===== config.mk =====
export PLATFORM = sky130hd
export DESIGN_NAME = stack_pointer_unit
export DESIGN_NICKNAME = d
export VERILOG_FILES = /design/src/rtl/stack_pointer_unit.sv
export SDC_FILE = /design/constraint.sdc
export NUM_CORES = 1
export LEC_CHECK = 0
export ABC_AREA = 1
export BUFFER_PORTS_ARGS = -buffer_cell sky130_fd_sc_hd__buf_2
export CORE_UTILIZATION = 55
export CTS_CLUSTER_DIAMETER = 120
export DETAILED_ROUTE_END_ITERATION = 16
export HOLD_SLACK_MARGIN = 0.08
export MAX_ROUTING_LAYER = met4
export PLACE_DENSITY = 0.74
export SLEW_MARGIN = 0
export SYNTH_ARGS = -nofsm -noshare
export SYNTH_HDL_FRONTEND = slang
export SYNTH_SLANG_ARGS = --single-unit
export TNS_END_PERCENT = 30

===== constraint.sdc =====
create_clock -name CLK -period 2.2 [get_ports CLK]
set_input_delay 0.33 -clock CLK [delete_from_list [all_inputs] [get_ports CLK]]
set_output_delay 0.33 -clock CLK [all_outputs]
set_load 0.05 [all_outputs]

===== src/rtl/stack_pointer_unit.sv =====
// Data/return stack pointer unit: applies per-cycle push/pop commands, tracks
// depth, and latches a sticky fault that freezes both stacks until cleared.
module stack_pointer_unit #(
  parameter int              AW      = 16,
  parameter logic [AW-1:0]   DP_BASE = 16'h1000,
  parameter logic [AW-1:0]   RP_BASE = 16'h2000,
  parameter int              STEP    = 2,
  parameter int              DDEPTH  = 64,
  parameter int              RDEPTH  = 64,
  parameter int              CW      = 7
) (
  input  logic          CLK,
  input  logic          reset,
  input  logic          rst,
  input  logic [1:0]    dp_inc,
  input  logic [1:0]    rp_inc,
  output logic [AW-1:0] dp,
  output logic [AW-1:0] rp,
  output logic [CW-1:0] dp_depth,
  output logic [CW-1:0] rp_depth,
  output logic          fault,
  output logic [3:0]    fault_flags
);

  localparam logic [AW-1:0] STEP_A = AW'(STEP);
  localparam logic [CW-1:0] DMAX   = CW'(DDEPTH);
  localparam logic [CW-1:0] RMAX   = CW'(RDEPTH);

  typedef enum logic {RUN, FAULT} state_t;

  state_t        state, state_n;
  logic [3:0]    err;
  logic [AW-1:0] dp_n, rp_n;
  logic [CW-1:0] dp_depth_n, rp_depth_n;
  logic [3:0]    flags_n;

  always_ff @(posedge CLK or posedge reset) begin
    if (reset) begin
      state       <= RUN;
      dp          <= DP_BASE;
      rp          <= RP_BASE;
      dp_depth    <= '0;
      rp_depth    <= '0;
      fault_flags <= '0;
    end else if (rst) begin
      state       <= RUN;
      dp          <= DP_BASE;
      rp          <= RP_BASE;
      dp_depth    <= '0;
      rp_depth    <= '0;
      fault_flags <= '0;
    end else begin
      state       <= state_n;
      dp          <= dp_n;
      rp          <= rp_n;
      dp_depth    <= dp_depth_n;
      rp_depth    <= rp_depth_n;
      fault_flags <= flags_n;
    end
  end

  // Bit order matches fault_flags: d_over, d_under, r_over, r_under.
  always_comb begin
    err    = '0;
    err[0] = (dp_inc == 2'b01) && (dp_depth == DMAX);
    err[1] = (dp_inc == 2'b10) && (dp_depth == '0);
    err[2] = (rp_inc == 2'b10) && (rp_depth == RMAX);
    err[3] = (rp_inc == 2'b01) && (rp_depth == '0);
  end

  always_comb begin
    state_n = state;
    if (state == RUN && (|err))
      state_n = FAULT;
  end

  // Any error blocks both stacks' updates in the same cycle.
  always_comb begin
    dp_n       = dp;
    rp_n       = rp;
    dp_depth_n = dp_depth;
    rp_depth_n = rp_depth;
    flags_n    = fault_flags;
    if (state == RUN) begin
      if (|err) begin
        flags_n = err;
      end else begin
        case (dp_inc)
          2'b01: begin
            dp_n       = dp + STEP_A;
            dp_depth_n = dp_depth + 1'b1;
          end
          2'b10: begin
            dp_n       = dp - STEP_A;
            dp_depth_n = dp_depth - 1'b1;
          end
          default: ;
        endcase
        case (rp_inc)
          2'b10: begin
            rp_n       = rp - STEP_A;
            rp_depth_n = rp_depth + 1'b1;
          end
          2'b01: begin
            rp_n       = rp + STEP_A;
            rp_depth_n = rp_depth - 1'b1;
          end
          default: ;
        endcase
      end
    end
  end

  always_comb begin
    fault = (state == FAULT);
  end

endmodule


[Word level (Yosys, flattened, before mapping)]
Index checks and enable logic that the tools add are counted.
Word-level totals
  register bits after elaboration: 51
  input port bits: 7
  word-level logic and storage cells: 59
  output and inout bits: 51
  memory bits (read-only): 0
  latch bits: 0
  memories: 0
  bits in writable memories: 0
Cells by class
  reductions and logical operators: 15
  shift operators: 0
  div/mod/pow operators: 0
  order comparisons: 0
  add/sub/neg operators: 8
  equality and inequality tests: 8
  muxes and demuxes: 21
  bitwise gates (word level): 1
  multiply operators: 0
Operators with widths (count)
  $mux 16: 6
  $pmux 16 s2: 2
  $mux 7: 6
  $add 16x2->16 const B: 2
  $sub 16x2->16 const B: 2
  $pmux 7 s2: 2
  $add 7x1->7 const B: 2
  $eq 7x7->1 const B: 2
  $logic_not 7->1: 2
  $sub 7x1->7 const B: 2
  $mux 4: 3
  $reduce_and 3->1: 2
  $reduce_bool 3->1: 2
  $logic_and 1x1->1: 5
  $eq 2x1->1 const B: 2
  $eq 2x2->1 const B: 2
  $ne 2x2->1 const B: 2
  $reduce_bool 2->1: 2
  $reduce_or 4->1: 1
  $mux 1: 2
  $reduce_and 2->1: 1
  $not 1->1: 1

[Depth between registers and ports, before layout]
  depth in word-level cells: 6
  depth in mapped cells: 18
  mapped depth without buffers: 17

[Worst setup path after synthesis]
No wires, ideal clock.
  path kind: register to register
  from: reg rp_depth[0]
  to: reg rp_depth[0]
  clock period less this slack: 1.899 ns
  stages on the path, launching flop included: 11
  required time: 2.055 ns
  setup time: 0.145 ns
  slack: 0.301 ns
  arrival: 1.754 ns
  cell sequence: dfrtp_1 > nor2_1 > nand3_1 > nor2_1 > nor2_2 > nand3_2 > nand2_2 > inv_2 > buf_6 > nand2_1 > o21ai_1
On the way
  longest elaborated chain between the ends: 5
Ends and longest elaborated chain
  start, declared: RTL line 20  | output logic [CW-1:0] rp_depth,
  start signal, assigned: RTL line 57  | rp_depth <= rp_depth_n;
  $sub 7x1->7 (tied with other cells): RTL line 106  | rp_depth_n = rp_depth - 1'b1;
  $pmux 7 s2 (tied with other cells): RTL line 99  | case (rp_inc)
  $mux 7 or $reduce_or 4->1 (tied branches): RTL line 85  | if (|err) begin
  $mux 7 or $ne 2x2->1 (tied branches)
  $mux 7 or $reduce_and 3->1 (tied branches)
Parallel ways exist; a longest one is shown, timed or not. The select of a mux whose other input is x is not followed.
A chain may end at the register's enable or synchronous reset.

[Worst setup path after layout]
  from: reg dp_depth[3]
  to: reg dp[6]
On the way
  longest elaborated chain between the ends: 5
Ends and longest elaborated chain
  start, declared: RTL line 19  | output logic [CW-1:0] dp_depth,
  start signal, assigned: RTL line 56  | dp_depth <= dp_depth_n;
  $eq 7x7->1 or $logic_not 7->1 (tied branches): RTL line 65, 66
  $logic_and 1x1->1, on equally long branches: RTL line 65, 66
  $reduce_or 4->1 *: RTL line 85
  $ne 2x2->1 (no line) *
  $reduce_and 3->1 (no line) *
  end signal, assigned: RTL line 54  | dp <= dp_n;
  end, declared: RTL line 17  | output logic [AW-1:0] dp,
Mark *: on every way between the ends. The rest lies on a longest branch, timed or not.

==> flow_metrics.py <==
metrics = {
    "run_status": {
        "status": "finished clean",
    },
    "clocking": {
        "clockBufferDepth": 2,
        "htree_levels": 2,
        "cts-resized-gates": 0,
        "holdBufCountCts": 0,
        "cts_buffers": 5,
        "post-cts-setup-buffers": 0,
        "path_clk_slew_ps": 100,
        "clk_latency_ps": 310,
        "cts-root-buf": "clkbuf_8",
        "cts_tree": "done",
        "cts.sinks": 49,
    },
    "synthesis": {
        "ys_top_cells_by_area": "dfrtp_1 28%, nand2_1 20%, nand3_1 9.7%",
        "yosys.area_share.simple_pct": 38.2,
        "synth-async-reset-ratio_pct": 100,
        "yosysTopAreaCell": "dfrtp_1",
        "yosys-top-cells-count": "218 x nand2_1, 81 x nand3_1, 75 x inv_1, 48 x nor2_1, 47 x dfrtp_1",
        "syn_inst": 638,
        "synth-main-ff-cell": "dfrtp_1",
        "synthXorXnorAreaFrac_pct": 3.76,
        "avgSynthCellArea_sq_um": 6.57,
        "synthAdderAreaFrac_pct": 6.57,
        "synth_most_common_cell": "nand2_1",
        "ys_ff_latch": 49,
        "ys_warn_count": 0,
        "synth_top_family_by_area": "simple AND/OR/NAND/NOR gates",
        "synthMuxAreaShare_pct": 0,
        "yosys.cell_types.count": 43,
        "netlist_area_sq_um": 4190,
        "synth_edf_count": 0,
        "synth_compound_area_share_pct": 12.1,
        "synth_top_area_share_pct": 28.1,
        "ys_seq_area_share_pct": 29.3,
    },
    "timing": {
        "max_freq_mhz": 539,
        "relSlewSlack_pct": 56.1,
        "finClkSkew_ps": 9.51,
        "report.final.hold_viol_count": 0,
        "setup_viol": 0,
        "min_period_ps": 1860,
        "grt_setup_unrepaired": "false",
        "worst_pin_slew_ps": 658,
        "tns_ps": 0,
        "timing.final.crit_share_pct": 84.4,
        "drv_slew": 0,
    },
    "worst_setup_path": {
        "max_stage_delay_ps": 410,
        "critPathRequiredTime_ps": 2430,
        "crit_chain": "inv_1 -> nand2_1 -> nor2_1 -> o21ai_4 -> nand4_4 -> buf_4 -> nand2_4 -> o21ai_0",
        "crit_type": "reg2reg",
        "crit_path_max_fanout": 13,
        "r2r_setup_slack_ps": 340,
        "crit_family": "simple AND/OR/NAND/NOR gates",
        "cp-end-kind": "flip-flop",
        "worst_setup_path_start_kind": "flip-flop",
        "path_buf_inv": 2,
        "arrival_ps": 2090,
        "cp_slowest_cell": "dfrtp_1",
    },
    "global_route": {
        "grt_max_degree": 50,
        "grt_pass1_vias": 3809,
        "grt_antenna_before_repair": 0,
        "grt.overflow.total": 0,
        "grt_pass1_wl_um": 17000,
        "grt_util_all_layers_pct": 28.4,
    },
    "floorplanning": {
        "core_sq_um": 7290,
        "std_cell_rows": 31,
        "start_util_pct": 57.5,
        "die_w_um": 89.3,
        "dieArea_sq_um": 7970,
        "die_y_um": 89.3,
        "ioPinCount": 58,
    },
    "placement": {
        "dpl.hpwl_um": 7870,
        "place_congestion": 0.927,
        "dpl-instance-area_sq_um": 4590,
        "numPortBuffers": 55,
    },
    "power_and_ir_drop": {
        "p_total_mw": 5.11,
        "leakagePower_nw": 2.66,
        "ir_worst_vdd_mv": 0.729,
        "power_density_nw_per_um2": 1090,
    },
    "layout": {
        "synthToLayoutAreaGrowth_pct": 12.3,
        "fin_area_sq_um": 4710,
        "n_antenna_cell": 0,
        "final_nets": 731,
        "nFillCells": 716,
        "drive_gt1_share_pct": 15.4,
    },
    "route": {
        "viasPerCell": 5.33,
        "drc_errors": 0,
        "wl_um": 10500,
        "drt-pass1-iter-count": 5,
        "routed-via-count": 4278,
        "wl_per_cell_um": 13.1,
        "drt_iter0_markers": 224,
        "ant_nets": 0,
    },
    "min_path": {
        "hp-class": "in2async",
    },
    "flow_run": {
        "cap_violations": 0,
    },
}
## final timing paths
kind | start | to | cells past startpoint
setup / recovery | dp_depth[3] | dp[6] | 8
hold / removal | reset | fault_flags[0] | 3
setup reg to reg | dp_depth[3] | dp[6] | 8
hold reg to reg | fault_flags[2] | fault_flags[2] | 2
max in group asynchronous | reset | rp[10] | 3
min in group CLK | rp_inc[0] | fault_flags[2] | 4
## layout by cell type (no fill, tap or decap), types with 4 or more instances in the layout
master    synthesis  final
nand2_1         218    218
nand3_1          81     81
inv_1            75     74
buf_2             2     55
nor2_1           48     48
dfrtp_1          47     47
o21ai_1          26     26
ha_1             22     22
a21oi_1          21     21
xor2_1           15     15
buf_4             4     14
o21ai_0          13     13
inv_2             7      8
clkbuf_8          0      6
o21bai_1          4      4
nand2_2           4      4
## final cells by class
type | instances | area (sq um) | share of cell area, %
Clock buffer | 6 | 82.6 | 1.75
Clock inverter | 2 | 37.5 | 0.797
Inverter | 82 | 308 | 6.54
Multi-Input combinational cell | 495 | 2550 | 54.1
Sequential cell | 49 | 1230 | 26.1
Tap cell | 99 | 124 | 2.63
Timing Repair Buffer | 69 | 380 | 8.08
## metal layers
metal / vias to the layer above / global-route usage (%) / part of all wire (%)
met5: - / - / 0
met4: 0 / 8.37 / 0.92
met2: 107 / 46.3 / 47
li1: 2189 / - / -
met1: 1974 / 37.6 / 48
met3: 8 / 2.95 / 4.4
## cells by family (layout without fill, tap and decap cells)
| group | count (synthesis) | after routing |
|---|---|---|
| compound gates | 84 | 84 |
| xor+xnor | 18 | 18 |
| fa+ha+maj | 22 | 22 |
| buf+inv | 95 | 159 |
| flops | 49 | 49 |
| other cells | 1 | 2 |
| simple gates | 369 | 369 |
## stage by stage
| stage | cells | worst slack (ps) | hold slack [ps] | util, % |
|---|---|---|---|---|
| floorplan | 639 | 301 | 507 | - |
| global placement | 794 | 165 | 468 | 62.9 |
| global route | 802 | 109 | 242 | 64.6 |
| CTS | 802 | 335 | 210 | 64.6 |
| finish | 802 | 344 | 177 | 64.6 |
| detailed placement | 794 | 117 | 463 | 62.9 |
## registers in the layout (all words and copies together) (netlist names)
register     flops
dp              15
rp              15
dp_depth         7
rp_depth         7
fault_flags      4
fault            1
## report_power, final
part           total, mW  switching, mW  internal (mW)
sequential          1.34          0.234           1.11
clock              0.711          0.340          0.371
combinational       3.05           2.17          0.882
## worst reg2reg max path, cell delays in order, from the launching register on
cell and delay [ps]:
dfrtp_1 410, inv_1 90, nand2_1 120, nor2_1 300, o21ai_4 130, nand4_4 140, buf_4 230, nand2_4 170
o21ai_0 190
Note: power is estimated with default switching activity, not from simulation.
